===== src/rtl/counter_ctrl.sv =====
// -----------------------------------------------------------------------------
// counter_ctrl
//
// Sequencing controller for a WIDTH-bit synchronous count datapath. A host
// offers a configuration (limit, direction, one-shot/auto-reload) through a
// valid/ready handshake. The block then runs, pauses, resumes and stops the
// count under command inputs, and emits registered terminal-count and done
// pulses.
//
// Optional feature macro: PRESCALER_EN
//   When defined, a cfg_div input is added. In RUN the count advances once
//   every (div+1) clocks. When undefined, the count advances every clock.
//
// Ports:
//   clk        in   system clock, all logic on posedge
//   rst        in   synchronous active-high reset
//   cfg_valid  in   configuration offered
//   cfg_ready  out  configuration can be accepted (IDLE and DONE only)
//   cfg_limit  in   terminal value (up) / reload value (down), WIDTH bits
//   cfg_dir    in   0 = count up 0..limit, 1 = count down limit..0
//   cfg_mode   in   0 = one-shot, 1 = auto-reload
//   cfg_div    in   prescaler divider, PRESCALE_W bits (PRESCALER_EN only)
//   start      in   start from IDLE/DONE, resume from PAUSED
//   pause      in   freeze the count while RUN
//   stop       in   abort to IDLE
//   count      out  current count value, WIDTH bits
//   busy       out  high in RUN or PAUSED
//   tc         out  one-cycle terminal-count pulse
//   done       out  one-cycle completion pulse (one-shot only)
//   state      out  IDLE=00, RUN=01, PAUSED=10, DONE=11
// -----------------------------------------------------------------------------
module counter_ctrl #(
   parameter int WIDTH      = 4,
   parameter int PRESCALE_W = 4
) (
   input  logic                  clk,
   input  logic                  rst,
   input  logic                  cfg_valid,
   output logic                  cfg_ready,
   input  logic [WIDTH-1:0]      cfg_limit,
   input  logic                  cfg_dir,
   input  logic                  cfg_mode,
`ifdef PRESCALER_EN
   input  logic [PRESCALE_W-1:0] cfg_div,
`endif
   input  logic                  start,
   input  logic                  pause,
   input  logic                  stop,
   output logic [WIDTH-1:0]      count,
   output logic                  busy,
   output logic                  tc,
   output logic                  done,
   output logic [1:0]            state
);

   typedef enum logic [1:0] {
      IDLE   = 2'b00,
      RUN    = 2'b01,
      PAUSED = 2'b10,
      DONE   = 2'b11
   } state_t;

   state_t                state_q, state_d;
   logic [WIDTH-1:0]      count_q, count_d;
   logic [WIDTH-1:0]      limit_q, limit_d;
   logic                  dir_q, dir_d;
   logic                  mode_q, mode_d;
   logic                  tc_q, tc_d;
   logic                  done_q, done_d;
   logic [PRESCALE_W-1:0] pcnt_q, pcnt_d;
   logic [PRESCALE_W-1:0] div_q;

   logic                  accept;
   logic                  tick;
   logic [WIDTH-1:0]      start_val;
   logic [WIDTH-1:0]      term_val;

`ifdef PRESCALER_EN
   logic [PRESCALE_W-1:0] div_d;

   always_ff @(posedge clk) begin
      if (rst) begin
         div_q <= '0;
      end else begin
         div_q <= div_d;
      end
   end

   always_comb begin
      div_d = div_q;
      if (accept) div_d = cfg_div;
   end
`else
   // Divider pinned to zero: the phase counter never leaves zero, so tick
   // fires every RUN cycle and the counter register reduces to a constant.
   assign div_q = '0;
`endif

   // ---------------------------------------------------------------
   // State register
   // ---------------------------------------------------------------
   always_ff @(posedge clk) begin
      if (rst) begin
         state_q <= IDLE;
         count_q <= '0;
         limit_q <= '1;
         dir_q   <= 1'b0;
         mode_q  <= 1'b0;
         tc_q    <= 1'b0;
         done_q  <= 1'b0;
         pcnt_q  <= '0;
      end else begin
         state_q <= state_d;
         count_q <= count_d;
         limit_q <= limit_d;
         dir_q   <= dir_d;
         mode_q  <= mode_d;
         tc_q    <= tc_d;
         done_q  <= done_d;
         pcnt_q  <= pcnt_d;
      end
   end

   // ---------------------------------------------------------------
   // Next-state logic
   // ---------------------------------------------------------------
   always_comb begin
      accept  = cfg_valid & cfg_ready;
      limit_d = accept ? cfg_limit : limit_q;
      dir_d   = accept ? cfg_dir   : dir_q;
      mode_d  = accept ? cfg_mode  : mode_q;

      // Start value follows a configuration accepted in the same cycle.
      start_val = dir_d ? limit_d : '0;
      term_val  = dir_q ? '0 : limit_q;
      tick      = (pcnt_q == div_q);

      state_d = state_q;
      count_d = count_q;
      tc_d    = 1'b0;
      done_d  = 1'b0;
      pcnt_d  = pcnt_q;

      unique case (state_q)
         IDLE: begin
            if (start) begin
               state_d = RUN;
               count_d = start_val;
               pcnt_d  = '0;
            end else if (accept) begin
               count_d = start_val;
            end
         end
         DONE: begin
            if (stop) begin
               state_d = IDLE;
               count_d = start_val;
               pcnt_d  = '0;
            end else if (start) begin
               state_d = RUN;
               count_d = start_val;
               pcnt_d  = '0;
            end else if (accept) begin
               count_d = start_val;
            end
         end
         RUN: begin
            if (stop) begin
               state_d = IDLE;
               count_d = start_val;
               pcnt_d  = '0;
            end else if (pause) begin
               state_d = PAUSED;
            end else if (tick) begin
               pcnt_d = '0;
               if (count_q == term_val) begin
                  tc_d = 1'b1;
                  if (mode_q) begin
                     count_d = start_val;
                  end else begin
                     state_d = DONE;
                     done_d  = 1'b1;
                  end
               end else begin
                  count_d = dir_q ? count_q - 1'b1 : count_q + 1'b1;
               end
            end else begin
               pcnt_d = pcnt_q + 1'b1;
            end
         end
         PAUSED: begin
            // Prescaler phase is held so a resume continues mid-period.
            if (stop) begin
               state_d = IDLE;
               count_d = start_val;
               pcnt_d  = '0;
            end else if (start) begin
               state_d = RUN;
            end
         end
         default: state_d = IDLE;
      endcase
   end

   // ---------------------------------------------------------------
   // Output decode
   // ---------------------------------------------------------------
   always_comb begin
      busy      = (state_q == RUN) || (state_q == PAUSED);
      cfg_ready = (state_q == IDLE) || (state_q == DONE);
      count     = count_q;
      tc        = tc_q;
      done      = done_q;
      state     = state_q;
   end

endmodule


===== config.mk =====
export PLATFORM = sky130hd
export DESIGN_NAME = counter_ctrl
export DESIGN_NICKNAME = d
export VERILOG_FILES = /design/src/rtl/counter_ctrl.sv
export SDC_FILE = /design/constraint.sdc
export NUM_CORES = 1
export LEC_CHECK = 0
export ABC_AREA = 1
export CAP_MARGIN = 20
export CORE_MARGIN = 8
export CORE_UTILIZATION = 30
export CTS_CLUSTER_DIAMETER = 200
export DETAILED_ROUTE_END_ITERATION = 8
export REMOVE_ABC_BUFFERS = 1
export SYNTH_ARGS = -nofsm -noshare
export SYNTH_HDL_FRONTEND = slang
export SYNTH_SLANG_ARGS = --single-unit
export TNS_END_PERCENT = 50

===== constraint.sdc =====
create_clock -name clk -period 1.67 [get_ports clk]
set_clock_uncertainty 0.15 [all_clocks]
set_input_delay 0.334 -clock clk [delete_from_list [all_inputs] [get_ports clk]]
set_output_delay 0.334 -clock clk [all_outputs]
set_load 0.03 [all_outputs]

==> out/results.tsv <==
stage	metric	value	unit
run_status	status	complete, but fails checks	
run_status	failed_checks	setup timing	
sta	setup_viol	5	
logic_synthesis	synth_area	1318	µm²
placement	place_congestion	0.8330	
critical_path	critical_path.max_fanout	8	
floorplan	die_h	82.27	µm
power_and_ir_drop	peakVddDrop	0.3267	mV
critical_path	start_kind	register	
global_route	antenna_found_initial	0	
power_and_ir_drop	p_per_area	697.3	nW/µm²
floorplan	rows	24	
clock_tree	cts_sinks	18	
floorplan	io_pins	22	
clock_tree	cts_max_path_buffers	2	
critical_path	crit_arrival	1.80	ns
logic_synthesis	avgSynthCellArea	6.756	µm²
logic_synthesis	yosys_warnings	0	
finish	drive_gt1_frac	0.3802	
sta	worst_slack	-0.08762	ns
critical_path	crit_type	register to register	
global_route	grt-ovfl-total	0	
finish	antennaDiodeCount	0	
floorplan	fp.dieW	82.27	µm
clock_tree	cts_made_buffers	3	
clock_tree	cts_tree	yes	
floorplan	initial_utilization	0.3068	
critical_path	critPathCaptureType	register	
sta	final_max_slew_viol_count	0	
clock_tree	path_clk_slew	0.07	ns
sta	holdWs	0.2789	ns
detailed_routing	viasPerCell	4.556	
sta	tightest_slew	0.3077	ns
detailed_routing	vias	1435	
power_and_ir_drop	total_power	1.454	mW
global_route	grt_pass1_wl	6092	µm
finish	fillers	446	
global_route	grt_usage	0.1128	
logic_synthesis	synth_seq_cells	18	
logic_synthesis	ys_seq_area_frac	0.2735	
floorplan	dieArea	6768	µm²
sta	hold_viol_final	0	
finish	final_util	0.4857	
finish	syn_to_final_growth	58.31	%
hold_path	min_path_type	register to register	
floorplan	core	4294	µm²
run	maxCapViolations	0	
logic_synthesis	syn_inst	195	
finish	fin_area	2086	µm²
sta	max_clock_freq	569.0	MHz
clock_tree	clockRootBuffer	clkbuf_8	
sta	finalCritPeriodShare	1.052	
power_and_ir_drop	power_leakage	1.043	nW
placement	io_buffer_count	21	
detailed_routing	drtIter0Drc	100	
sta	rsz0062_at_grt	yes	
detailed_routing	routedWlPerCell	11.71	µm
clock_tree	clkLatencyLatePin	0.25	ns
placement	place_area	1879	µm²
finish	mostFrequentLayoutCells	nand2_1, buf_4, nand3_1	
clock_tree	h-tree-depth	1	
sta	slew_headroom	0.7957	
logic_synthesis	synthDistinctLibCells	31	
finish	layout_commonest_cell	nand2_1	
detailed_routing	drc_errors	0	
global_route	grt_max_degree	10	
finish	nets	286	
placement	hpwl	2866	µm
clock_tree	ctsHoldBuffers	0	
detailed_routing	drtPass1Iterations	4	
detailed_routing	routed_wl	3690	µm
detailed_routing	ant_nets	0	
sta	layout_min_cycle_time	1.758	ns
global_route	grt_pass1_vias	1388	
critical_path	cp.required	1.71	ns
## metrics by stage
step / cells / setup slack, ns / setup TNS [ns]
final: 315 / -0.08762 / -0.2623
after global routing: 315 / -0.1995 / -1.007
after CTS: 312 / -0.1228 / -0.5874
after detailed placement: 307 / -0.3370 / -2.924
after global placement: 307 / -0.3355 / -2.861
after floorplan: 194 / -0.7649 / -5.448
## worst max-delay path, stage by stage, from the launching register on
cell	delay, ns
dfxtp_2	0.34
inv_2	0.05
ha_4	0.25
inv_6	0.07
nand2_8	0.07
o21ai_4	0.20
nand2_2	0.09
or2_1	0.22
o211ai_2	0.08
nand2_2	0.06
a21oi_2	0.10
## state kept, by name (all words and copies together) (netlist names)
| register | cells |
|---|---|
| done | 1 |
| limit_q | 4 |
| tc | 1 |
| dir_q | 1 |
| count | 4 |
| state | 2 |
| pcnt_q | 4 |
| mode_q | 1 |
## routing by layer
| metal | GRT usage | share of wire | vias to the layer above |
|---|---|---|---|
| met5 | 0 | 0 | - |
| met4 | 0.03333 | 0.0089 | 0 |
| met3 | 0.01190 | 0.032 | 2 |
| met2 | 0.1895 | 0.48 | 19 |
| met1 | 0.1478 | 0.48 | 643 |
| li1 | - | - | 771 |
## what timing repair did
| item | 4_1_cts | 5_1_grt |
|---|---|---|
| setup endpoints to repair | 20 | 14 |
| buffers inserted | 2 | 3 |
| pin swaps | 2 | 9 |
| resized for setup | 21 | 31 |
## final timing paths
check,cells past startpoint,endpoint,startpoint,slack (ns)
max,10,count[3],state[0],-0.09
min,1,done,mode_q,0.28
max reg2reg,10,count[3],state[0],-0.09
min reg2reg,1,done,mode_q,0.28
## cells in the mapped netlist, drive strengths merged
library cell  number  area share
nand2             58        0.20
fa                 1       0.015
ha                 8       0.076
dfxtp             18        0.27
a21oi             18       0.088
inv               30       0.085
o211ai             1      0.0095
o211a              1      0.0076
nor2              12       0.038
nor4               1      0.0048
nand3             24       0.099
o21ai             13       0.058
a21boi             1      0.0057
xor2               1      0.0066
nor3               1      0.0038
o22ai              1      0.0048
a31oi              1      0.0048
clkbuf             1      0.0028
or2                2      0.0095
nand4              1      0.0048
xnor2              1      0.0066
## kinds of logic (layout without fill, tap and decap cells)
family	after synthesis	in the layout	share of synthesized area
AO/OA/AOI/OAI	36	36	0.1785
XOR/XNOR	2	2	0.01330
adder cells (fa/ha/maj)	9	9	0.09117
buffers and inverters	31	99	0.08832
flip-flops	18	18	0.2735
AND/OR/NAND/NOR	99	99	0.3552
## power by group
part           switching [mW]  internal (mW)
clock                   0.145          0.160
sequential             0.0321          0.462
combinational           0.343          0.312
total                   0.520          0.934
## layout make-up
cell class	instances	area, µm²	area share
Tap cell	52	65.06	0.03119
Timing Repair Buffer	66	553.0	0.2651
Clock buffer	3	41.29	0.01980
Sequential cell	18	365.4	0.1752
Inverter	30	122.6	0.05879
Multi-Input combinational cell	146	938.4	0.4499
(Power assumes the default switching activity.)
